File: src/rtl/mem_wb_stage.sv
// mem_wb_stage
//   MEM/WB pipeline register and register-file writeback driver.
//   Captures the MEM-stage control, destination and ALU result at the stage
//   boundary. Load data arrives from the synchronous data memory one cycle
//   later. A two-state hold machine (LIVE/HELD) keeps the load data seen in
//   the first stalled cycle, so a stalled load writes that value, and only
//   once, when the stall releases.
//
//   Optional feature macro: MEM_WB_RETIRE_CNT_EN adds the retire_count port
//   and a 32-bit retired-instruction counter.
//
// Ports
//   clk, rst            clock (rising edge) / async active-low reset
//   stall, flush        hold the WB register / replace it with a bubble
//   RegWrite_in, MemToReg_in, ret_in, DestReg_in, ALU_result_in
//                       instruction fields from MEM
//   MemRead_data        data-memory read data (valid the cycle after MEM)
//   reg_we, reg_waddr, reg_wdata   register-file write port
//   ret_commit          one-cycle pulse when a return retires
//   wb_busy             WB register holds a valid instruction
//   retire_count        retired-instruction count (macro builds only)
module mem_wb_stage (
  input  logic        clk,
  input  logic        rst,
  input  logic        stall,
  input  logic        flush,
  input  logic        RegWrite_in,
  input  logic        MemToReg_in,
  input  logic        ret_in,
  input  logic [4:0]  DestReg_in,
  input  logic [31:0] ALU_result_in,
  input  logic [31:0] MemRead_data,
  output logic        reg_we,
  output logic [4:0]  reg_waddr,
  output logic [31:0] reg_wdata,
  output logic        ret_commit,
  output logic        wb_busy
`ifdef MEM_WB_RETIRE_CNT_EN
  ,
  output logic [31:0] retire_count
`endif
);

  localparam logic [0:0] LIVE = 1'b0;
  localparam logic [0:0] HELD = 1'b1;

  typedef struct packed {
    logic        valid;
    logic        regwrite;
    logic        memtoreg;
    logic        ret;
    logic [4:0]  dest;
    logic [31:0] alu;
  } wb_t;

  wb_t         wb_q;
  logic [0:0]  state_q;
  logic [31:0] hold_data;
  logic [31:0] ld_data;

  // WB register: flush beats stall, stall holds, otherwise accept MEM.
  always_ff @(posedge clk or negedge rst) begin
    if (!rst) begin
      wb_q <= '0;
    end else if (flush) begin
      wb_q <= '0;
    end else if (!stall) begin
      wb_q.valid    <= 1'b1;
      wb_q.regwrite <= RegWrite_in;
      wb_q.memtoreg <= MemToReg_in;
      wb_q.ret      <= ret_in;
      wb_q.dest     <= DestReg_in;
      wb_q.alu      <= ALU_result_in;
    end
  end

  // The memory only presents load data for one cycle; when a load stalls in
  // WB, grab it on the first stalled edge and serve it until release.
  always_ff @(posedge clk or negedge rst) begin
    if (!rst) begin
      state_q   <= LIVE;
      hold_data <= '0;
    end else if (state_q == LIVE) begin
      if (stall && wb_q.valid && wb_q.memtoreg && !flush) begin
        state_q   <= HELD;
        hold_data <= MemRead_data;
      end
    end else begin
      if (!stall || flush) state_q <= LIVE;
    end
  end

  assign ld_data    = (state_q == HELD) ? hold_data : MemRead_data;
  assign reg_wdata  = wb_q.memtoreg ? ld_data : wb_q.alu;
  assign reg_waddr  = wb_q.dest;
  assign reg_we     = wb_q.valid & wb_q.regwrite & ~stall & (wb_q.dest != 5'd0);
  assign ret_commit = wb_q.valid & wb_q.ret & ~stall;
  assign wb_busy    = wb_q.valid;

`ifdef MEM_WB_RETIRE_CNT_EN
  logic [31:0] retire_q;

  // Counts every retiring instruction, writing or not; wraps naturally.
  always_ff @(posedge clk or negedge rst) begin
    if (!rst) begin
      retire_q <= '0;
    end else if (wb_q.valid && !stall && !flush) begin
      retire_q <= retire_q + 32'd1;
    end
  end

  assign retire_count = retire_q;
`endif

endmodule

File: config.mk
export PLATFORM = sky130hd
export DESIGN_NAME = mem_wb_stage
export DESIGN_NICKNAME = d
export VERILOG_FILES = /design/src/rtl/mem_wb_stage.sv
export SDC_FILE = /design/constraint.sdc
export NUM_CORES = 1
export LEC_CHECK = 0
export ABC_AREA = 1
export CAP_MARGIN = 10
export CORE_ASPECT_RATIO = 0.7
export CORE_MARGIN = 2
export CORE_UTILIZATION = 47
export CTS_CLUSTER_SIZE = 25
export DETAILED_ROUTE_END_ITERATION = 6
export PLACE_DENSITY = 0.78
export RECOVER_POWER = 50
export SKIP_CTS_REPAIR_TIMING = 1
export SKIP_LAST_GASP = 1
export SYNTH_ARGS = -nofsm -noshare
export SYNTH_HDL_FRONTEND = slang
export SYNTH_SLANG_ARGS = --single-unit
File: constraint.sdc
create_clock -name clk -period 1.23 [get_ports clk]
set_input_delay 0.3075 -clock clk [delete_from_list [all_inputs] [get_ports clk]]
set_output_delay 0.3075 -clock clk [all_outputs]
set_load 0.01 [all_outputs]
# ---- Word level (Yosys, flattened, before mapping)
# Index checks and enable logic that the tools add are counted.
dict set report totals {
  ff_bits 74
  in_bits 76
  out_inout_bits 40
  elab_cells 31
}
dict set report op_classes {
  eq_ne 1
  mux 7
  bitwise_logic 7
  reduce_logical 8
}
# operator count
set ops {}
lappend ops {{$mux W41} 2}
lappend ops {{$mux W32} 2}
lappend ops {{$and A1 B1 Y1} 5}
lappend ops {{$reduce_bool A5 Y1} 1}
lappend ops {{$logic_and A1 B1 Y1} 3}
lappend ops {{$mux W1} 3}
lappend ops {{$logic_not A1 Y1} 2}
lappend ops {{$ne A2 B1 Y1 const B} 1}
lappend ops {{$not A1 Y1} 2}
lappend ops {{$reduce_and A2 Y1} 1}
lappend ops {{$logic_or A1 B1 Y1} 1}

# ---- Depth between registers and ports, before layout
# Gate-level depths: netlist (run 1).
dict set report logic_depth {
  word_depth 5
  depth_mapped 6
  ltp_nobuf 5
}

# ---- Worst setup path after synthesis (run 1)
# Ideal clock, no wire load.
dict set report synth_path {
  path_type {flip-flop to output port}
  startpoint {register wb_q[38] in the netlist's numbering}
  endpoint {output port reg_wdata[20]}
  arrival_ps 996
  required_time_ps 923
  slack_ps -73
  path_stages_with_launch 5
  path_buffers 2
  cell_sequence {dfrtp_1 -> buf_2 -> clkbuf_2 -> o21ai_0 -> o22ai_1}
}
dict set report synth_between {
  elab_chain_len 1
}
# element line_no
set synth_rtl {}
lappend synth_rtl {{start: declaration} 56} ;# wb_t wb_q;
lappend synth_rtl {{$mux W32} 94} ;# assign reg_wdata = wb_q.memtoreg ? ld_data : wb_q.alu;
lappend synth_rtl {{end: declaration} 35} ;# output logic [31:0] reg_wdata,
# No other way between the ends.

# ---- Final worst setup path (run 1)
dict set report layout_path {
  startpoint {register state_q}
  endpoint {output port reg_wdata[14]}
}
dict set report layout_between {
  elab_chain_len 2
}
# element line_no
set layout_rtl {}
lappend layout_rtl {{start: declaration} 57} ;# logic [0:0] state_q;
lappend layout_rtl {{start signal: assignment} 81} ;# state_q <= LIVE;
lappend layout_rtl {{start signal: assignment} 85} ;# state_q <= HELD;
lappend layout_rtl {{start signal: assignment} 89} ;# if (!stall || flush) state_q <= LIVE;
lappend layout_rtl {{$mux W32} 93} ;# assign ld_data = (state_q == HELD) ? hold_data : MemRead_data;
lappend layout_rtl {{$mux W32} 94}
# No other way between the ends.

==> metrics.cfg, run 1 <==
[status]
status = complete, but fails checks
violations = setup timing

[placement]
io_buffers = 115
place.gp.congestion = 0.877
post-dp-hpwl_um = 7790
placed_area_sq_um = 5290

[clock_tree]
clockBufferDepth = 2
clk_latency_ns = 0.33
ctsHtreeMaxLevel = 3
clockRootBuffer = clkbuf_16
clock-sinks = 74
cts_made_buffers = 9
cts.clk_slew.worst_paths_ns = 0.05
cts_tree = built

[routing]
drtAntennaViolNets = 0
first_iter_violations = 236
wire_per_inst_um = 16.5
num_vias = 3862
vias_per_cell = 5.42
drcViolationCount = 0
firstDrtPassIters = 5
wl_um = 11700

[timing]
max_freq_mhz = 576
relSlewSlack_pct = 67.6
finalSetupViolations = 72
maxSlewViolCount = 0
fin_crit_ns = 1.73
hold_viol_final = 0
worstMarginPinSlew_ns = 0.486
tns_ns = -26.83
min_period_over_period_pct = 141
clock_skew_ns = 0.00550
fin_ws_ns = -0.505
rsz0062_at_grt = yes

[hold_path]
hold_depth = 3
holdCritPathClass = input port to register
hp-start = stall
min_to = wb_busy

[setup_path]
path_buf_inv = 3
worstSetupEndpointType = output port
rr_worst_depth = 10
arrival_ns = 1.43
critPathRequiredTime_ns = 0.92
critPathKind = register to output port
cp-start-kind = register
crit_family = flip-flops
r2r_start = state_q
cp_max_fo = 5
worstReg2RegEnd = hold_data[7]
path_cells = clkinv_4, buf_4, nor2_2, o22ai_1, clkbuf_2
max_stage_delay_ns = 0.44
cp_slowest_cell = dfrtp_2
rrSetupSlack_ns = -0.41

[die]
die_w_um = 112
initial_core_util_pct = 48.6
ios = 116
die_y_um = 79.5
dieArea_sq_um = 8880
core.rowCount = 27
coreArea_sq_um = 7870

[finish]
stdcell_area_sq_um = 5940
drive_gt1_share_pct = 27.7
syn_to_final_growth_pct = 55.4
nets = 684
final_cell_mix = clkdlybuf4s50_1, dfrtp_1, inv_1, nand3_1, o21ai_0
utilization_pct = 75.5
n_antenna_cell = 0
final_common_cell = clkdlybuf4s50_1

[synthesis]
syn-cell-area_sq_um = 3820
ys_warn_count = 0
ys_seq_area_share_pct = 48.4
syn_inst = 473
synth_seq_cells = 74
syn_nets = 549
synth.distinct_cells = 24
syn_avg_cell_area_sq_um = 8.08

[pwr]
power_density_nw_per_um2 = 1240
combinationalPowerShare_pct = 24.4
report.power.total_uw = 7370
ir_worst_vdd_v = 0.000748
switching_share_pct = 27.9
p_clk_share_pct = 33.2
p_int_uw = 5320
pwr-share-seq_pct = 42.4
p_switching_uw = 2060
p_leak_uw = 0.00292

[grt]
grt-ovfl-total = 0
grt_max_degree = 45
grt_usage_pct = 24.9
grt_pass1_wl_um = 17600
grt_antenna_before_repair = 0
first_global_vias = 3611

[flow_run]
max_cap_violations = 0

## metrics by stage
stage / cells / setup WS, ns / hold slack, ns
2_1_floorplan: 473 / -0.0491 / 0.0119
3_3_place_gp: 686 / -0.692 / 0.209
3_5_place_dp: 686 / -0.707 / 0.210
4_1_cts: 700 / -0.955 / -0.134
5_1_grt: 712 / -0.543 / 0.475
6_report: 712 / -0.505 / 0.471
## Yosys cell counts
library cell / count / share of area (%)
nor2_4: 1 / 0.29
nand2_2: 1 / 0.16
nand3_4: 1 / 0.46
clkbuf_2: 1 / 0.13
nand4_1: 1 / 0.16
clkbuf_1: 6 / 0.59
dfrtp_1: 74 / 48
o21bai_1: 32 / 6.3
nor2_1: 33 / 3.2
nor3_1: 2 / 0.26
o22ai_1: 32 / 5.2
buf_4: 6 / 1.2
nand2_4: 1 / 0.29
buf_2: 16 / 2.1
buf_1: 4 / 0.39
o21ai_1: 5 / 0.65
o21ai_0: 62 / 8.1
a21oi_1: 1 / 0.13
buf_6: 7 / 2.1
inv_2: 2 / 0.20
inv_1: 70 / 6.9
nand3_1: 43 / 5.6
a31oi_1: 1 / 0.16
nand2_1: 71 / 7.0
## worst reg2reg max path, stage by stage, from the launching register on
cell and delay (ns):
dfrtp_2 0.44, clkinv_4 0.11, clkbuf_16 0.19, buf_6 0.12, buf_6 0.11, nand2_8 0.08, nor2_4 0.04, buf_12 0.14
clkbuf_16 0.17, nand2_2 0.06, nand2_1 0.06
## sequential cells by signal (all words and copies together) (netlist names)
register / cells
hold_data: 32
reg_waddr: 5
state_q: 1
wb_busy: 1
wb_q: 35
## power by group through the flow
| stage | Clock [uW] | Sequential, uW | Combinational [uW] |
|---|---|---|---|
| final | 2440 | 3130 | 1800 |
| after detailed placement | 0 | 3110 | 1730 |
| after global routing | 2600 | 3170 | 1980 |
| after floorplan | 0 | 3050 | 929 |
| after CTS | 2470 | 3080 | 1750 |
| after global placement | 0 | 3090 | 1680 |
## logic make-up (layout without fill, tap and decap cells)
group,count (synthesis),in the layout,share of synthesized area [%]
buffers and inverters,112,250,13.5
DFF,74,74,48.4
AOI/OAI and AO/OA,133,133,20.6
and+or+nand+nor,154,154,17.5
## per-layer routing
| metal | wire length (um) | GRT usage [%] | vias to the layer above |
|---|---|---|---|
| met5 | 0 | 0 | - |
| met1 | 5210 | 35.8 | 1876 |
| met3 | 960 | 6.99 | 11 |
| met4 | 89 | 5.31 | 0 |
| li1 | - | - | 1809 |
| met2 | 5470 | 37.8 | 166 |
## layout make-up
type	count	area, sq um
fill	551	1930
clock buffer	10	229
clock inverter	4	45.0
tap	101	126
multi-input combinational	287	1770
inverter	72	278
sequential	74	1850
timing repair buffer	164	1640
## worst max-delay path by stage
stage	cells after the start	to	from	slack (ns)
4_1_cts	5	reg_wdata[29]	state_q	-0.95
5_1_grt	5	reg_wdata[4]	state_q	-0.54
2_1_floorplan	4	reg_wdata[12]	state_q	-0.05
3_5_place_dp	4	reg_wdata[31]	MemRead_data[31]	-0.71
6_report	5	reg_wdata[14]	state_q	-0.50
3_3_place_gp	4	reg_wdata[31]	MemRead_data[31]	-0.69
(Power assumes the default switching activity.)
==> run 2: changes to the inputs <==
Settings changed: CORE_MARGIN 2 to default.
==> metrics.cfg, run 2 (synthesis results as in run 1) <==
[pwr]
ir_worst_vdd_v = 0.000785  ; +5.0%
combinationalPowerShare_pct = 23.1  ; -1.3 points
pwr-share-seq_pct = 36.9  ; -5.5 points
switching_share_pct = 26.0  ; -1.9 points
p_clk_share_pct = 40.0  ; +6.8 points
p_int_uw = 6210  ; +17%
p_switching_uw = 2180  ; +6.1%
power_density_nw_per_um2 = 1370  ; +11%
p_leak_uw = 0.00292  ; about the same

[placement]
place.gp.congestion = 0.888  ; +1.3%
dp_slack_ns = -0.713  ; -0.00639 ns
io_buffers = 115  ; unchanged
dp.cells = 693  ; +1.0%
post-dp-hpwl_um = 7880  ; +1.3%

[clock_tree]
clock-sinks = 74  ; unchanged
cts_tree = built
clk_latency_ns = 0.33  ; about the same
cts_made_buffers = 9  ; unchanged
cts.clk_slew.worst_paths_ns = 0.06  ; about the same
ctsHtreeMaxLevel = 3  ; unchanged
clockRootBuffer = clkbuf_16
clockBufferDepth = 2  ; unchanged

[die]
dieArea_sq_um = 8510  ; -4.3%
initial_core_util_pct = 48.6  ; unchanged
core.rowCount = 27  ; unchanged
ios = 116  ; unchanged
die_w_um = 110  ; -1.8%
die_y_um = 77.5  ; -2.5%
coreArea_sq_um = 7870  ; unchanged

[timing]
rsz0062_at_grt = yes
fin_crit_ns = 1.82  ; +0.0826 ns
maxSlewViolCount = 0  ; unchanged
relSlewSlack_pct = 47.9  ; -20 points
max_freq_mhz = 550  ; -4.5%
hold_viol_final = 0  ; unchanged
finalSetupViolations = 86  ; +19%
fin_ws_ns = -0.588  ; -0.0826 ns
min_period_over_period_pct = 148  ; +6.7 points
clock_skew_ns = 0.00177  ; -0.00373 ns
worstMarginPinSlew_ns = 0.781  ; +0.296 ns

[grt]
grt_pass1_wl_um = 18000  ; +2.1%
grt_max_degree = 33  ; -27%
grt_usage_pct = 27.7  ; +2.8 points
grt_antenna_before_repair = 0  ; unchanged
grt-ovfl-total = 0  ; unchanged
first_global_vias = 3711  ; +2.8%

[finish]
top_register = wb_q
final_cell_mix = clkdlybuf4s50_1, dfrtp_1, nand2_1, inv_1, nand3_1
utilization_pct = 77.6  ; +2.2 points
fillCellCount = 513  ; -6.9%
largest_reg_flops = 35  ; unchanged
syn_to_final_growth_pct = 59.8
drive_gt1_share_pct = 24.9  ; -2.7 points
nets = 693  ; +1.3%
final_common_cell = clkdlybuf4s50_1
instances_no_fill = 723  ; +1.5%
n_antenna_cell = 0  ; unchanged

[status]
status = complete, but fails checks
violations = setup timing

[hold_path]
holdCritPathClass = input port to register

[routing]
drtAntennaViolNets = 0  ; unchanged
vias_per_cell = 5.53  ; +1.9%
num_vias = 3997  ; +3.5%
wl_um = 12900  ; +10%
drcViolationCount = 0  ; unchanged
first_iter_violations = 339  ; +44%
firstDrtPassIters = 4  ; -1
wire_per_inst_um = 17.8  ; +8.3%

[setup_path]
cp_max_fo = 6  ; +1
critPathRequiredTime_ns = 0.92  ; about the same
arrival_ns = 1.51  ; +0.08 ns
rrSetupSlack_ns = -0.41  ; about the same
cp-start-kind = register
worstSetupEndpointType = output port
critPathKind = register to output port

[flow_run]
max_cap_violations = 0  ; unchanged

run 2: changes by cell type in the layout (fill, tap and decap cells not counted), moves of 11 or more:
cell | previous run | this run
nand2_2 | 23 | 0
o21ai_1 | 26 | 15
o21ai_2 | 2 | 14
nand2_1 | 33 | 71
nor2_1 | 19 | 30
nand2_4 | 16 | 1
run 2: worst paths after layout:
path / from / endpoint / cells after the start
max: wb_q[38] / reg_wdata[31] / 5
min: stall / wb_busy / 3
max reg2reg: wb_q[38] / hold_data[1] / 8
min reg2reg: wb_q[8] / wb_q[8] / 2
max in group asynchronous: rst / hold_data[11] / 3
min in group asynchronous: rst / wb_q[3] / 2
run 2: routing by layer:
| metal | vias to the layer above | GRT usage [%] | routed length (um) |
|---|---|---|---|
| li1 | 1833 | - | - |
| met1 | 1954 | 39.8 | 5760 |
| met2 | 180 | 41.4 | 5980 |
| met3 | 30 | 5.55 | 894 |
| met4 | 0 | 9.47 | 272 |
| met5 | - | 0 | 0 |
run 2: power groups by stage:
stage          logic, uW  clock network, uW  registers, uW
2_1_floorplan        929                  0           3050
3_3_place_gp        1700                  0           3090
3_5_place_dp        1770                  0           3110
4_1_cts             1790               3380           3080
5_1_grt             2100               3480           3140
6_report            1940               3360           3100
run 2: final cells by class:
class                      count  area [sq um]  area share [%]
tap                          101           126            2.07
multi-input combinational    287          1680            27.6
sequential                    74          1850            30.3
timing repair buffer         173          1780            29.2
clock buffer                  12           267            4.36
clock inverter                 4           120            1.97
inverter                      72           278            4.55
run 2: worst max-delay path, cell delays in order (launching register included):
cell	delay [ns]
dfrtp_2	0.43
buf_6	0.14
buf_6	0.12
clkbuf_16	0.16
o22ai_2	0.16
buf_2	0.16
run 2: per-stage QoR:
step / TNS, ns / power, uW / cell area (sq um) / hold slack [ns]
after floorplan: -1.21 / 3980 / 3880 / 0.0119
after global placement: -46.10 / 4790 / 5380 / 0.159
after detailed placement: -49.71 / 4880 / 5380 / 0.160
after CTS: -38.61 / 8250 / 5770 / -0.189
after global routing: -35.69 / 8720 / 6110 / 0.528
final: -27.79 / 8390 / 6110 / 0.494
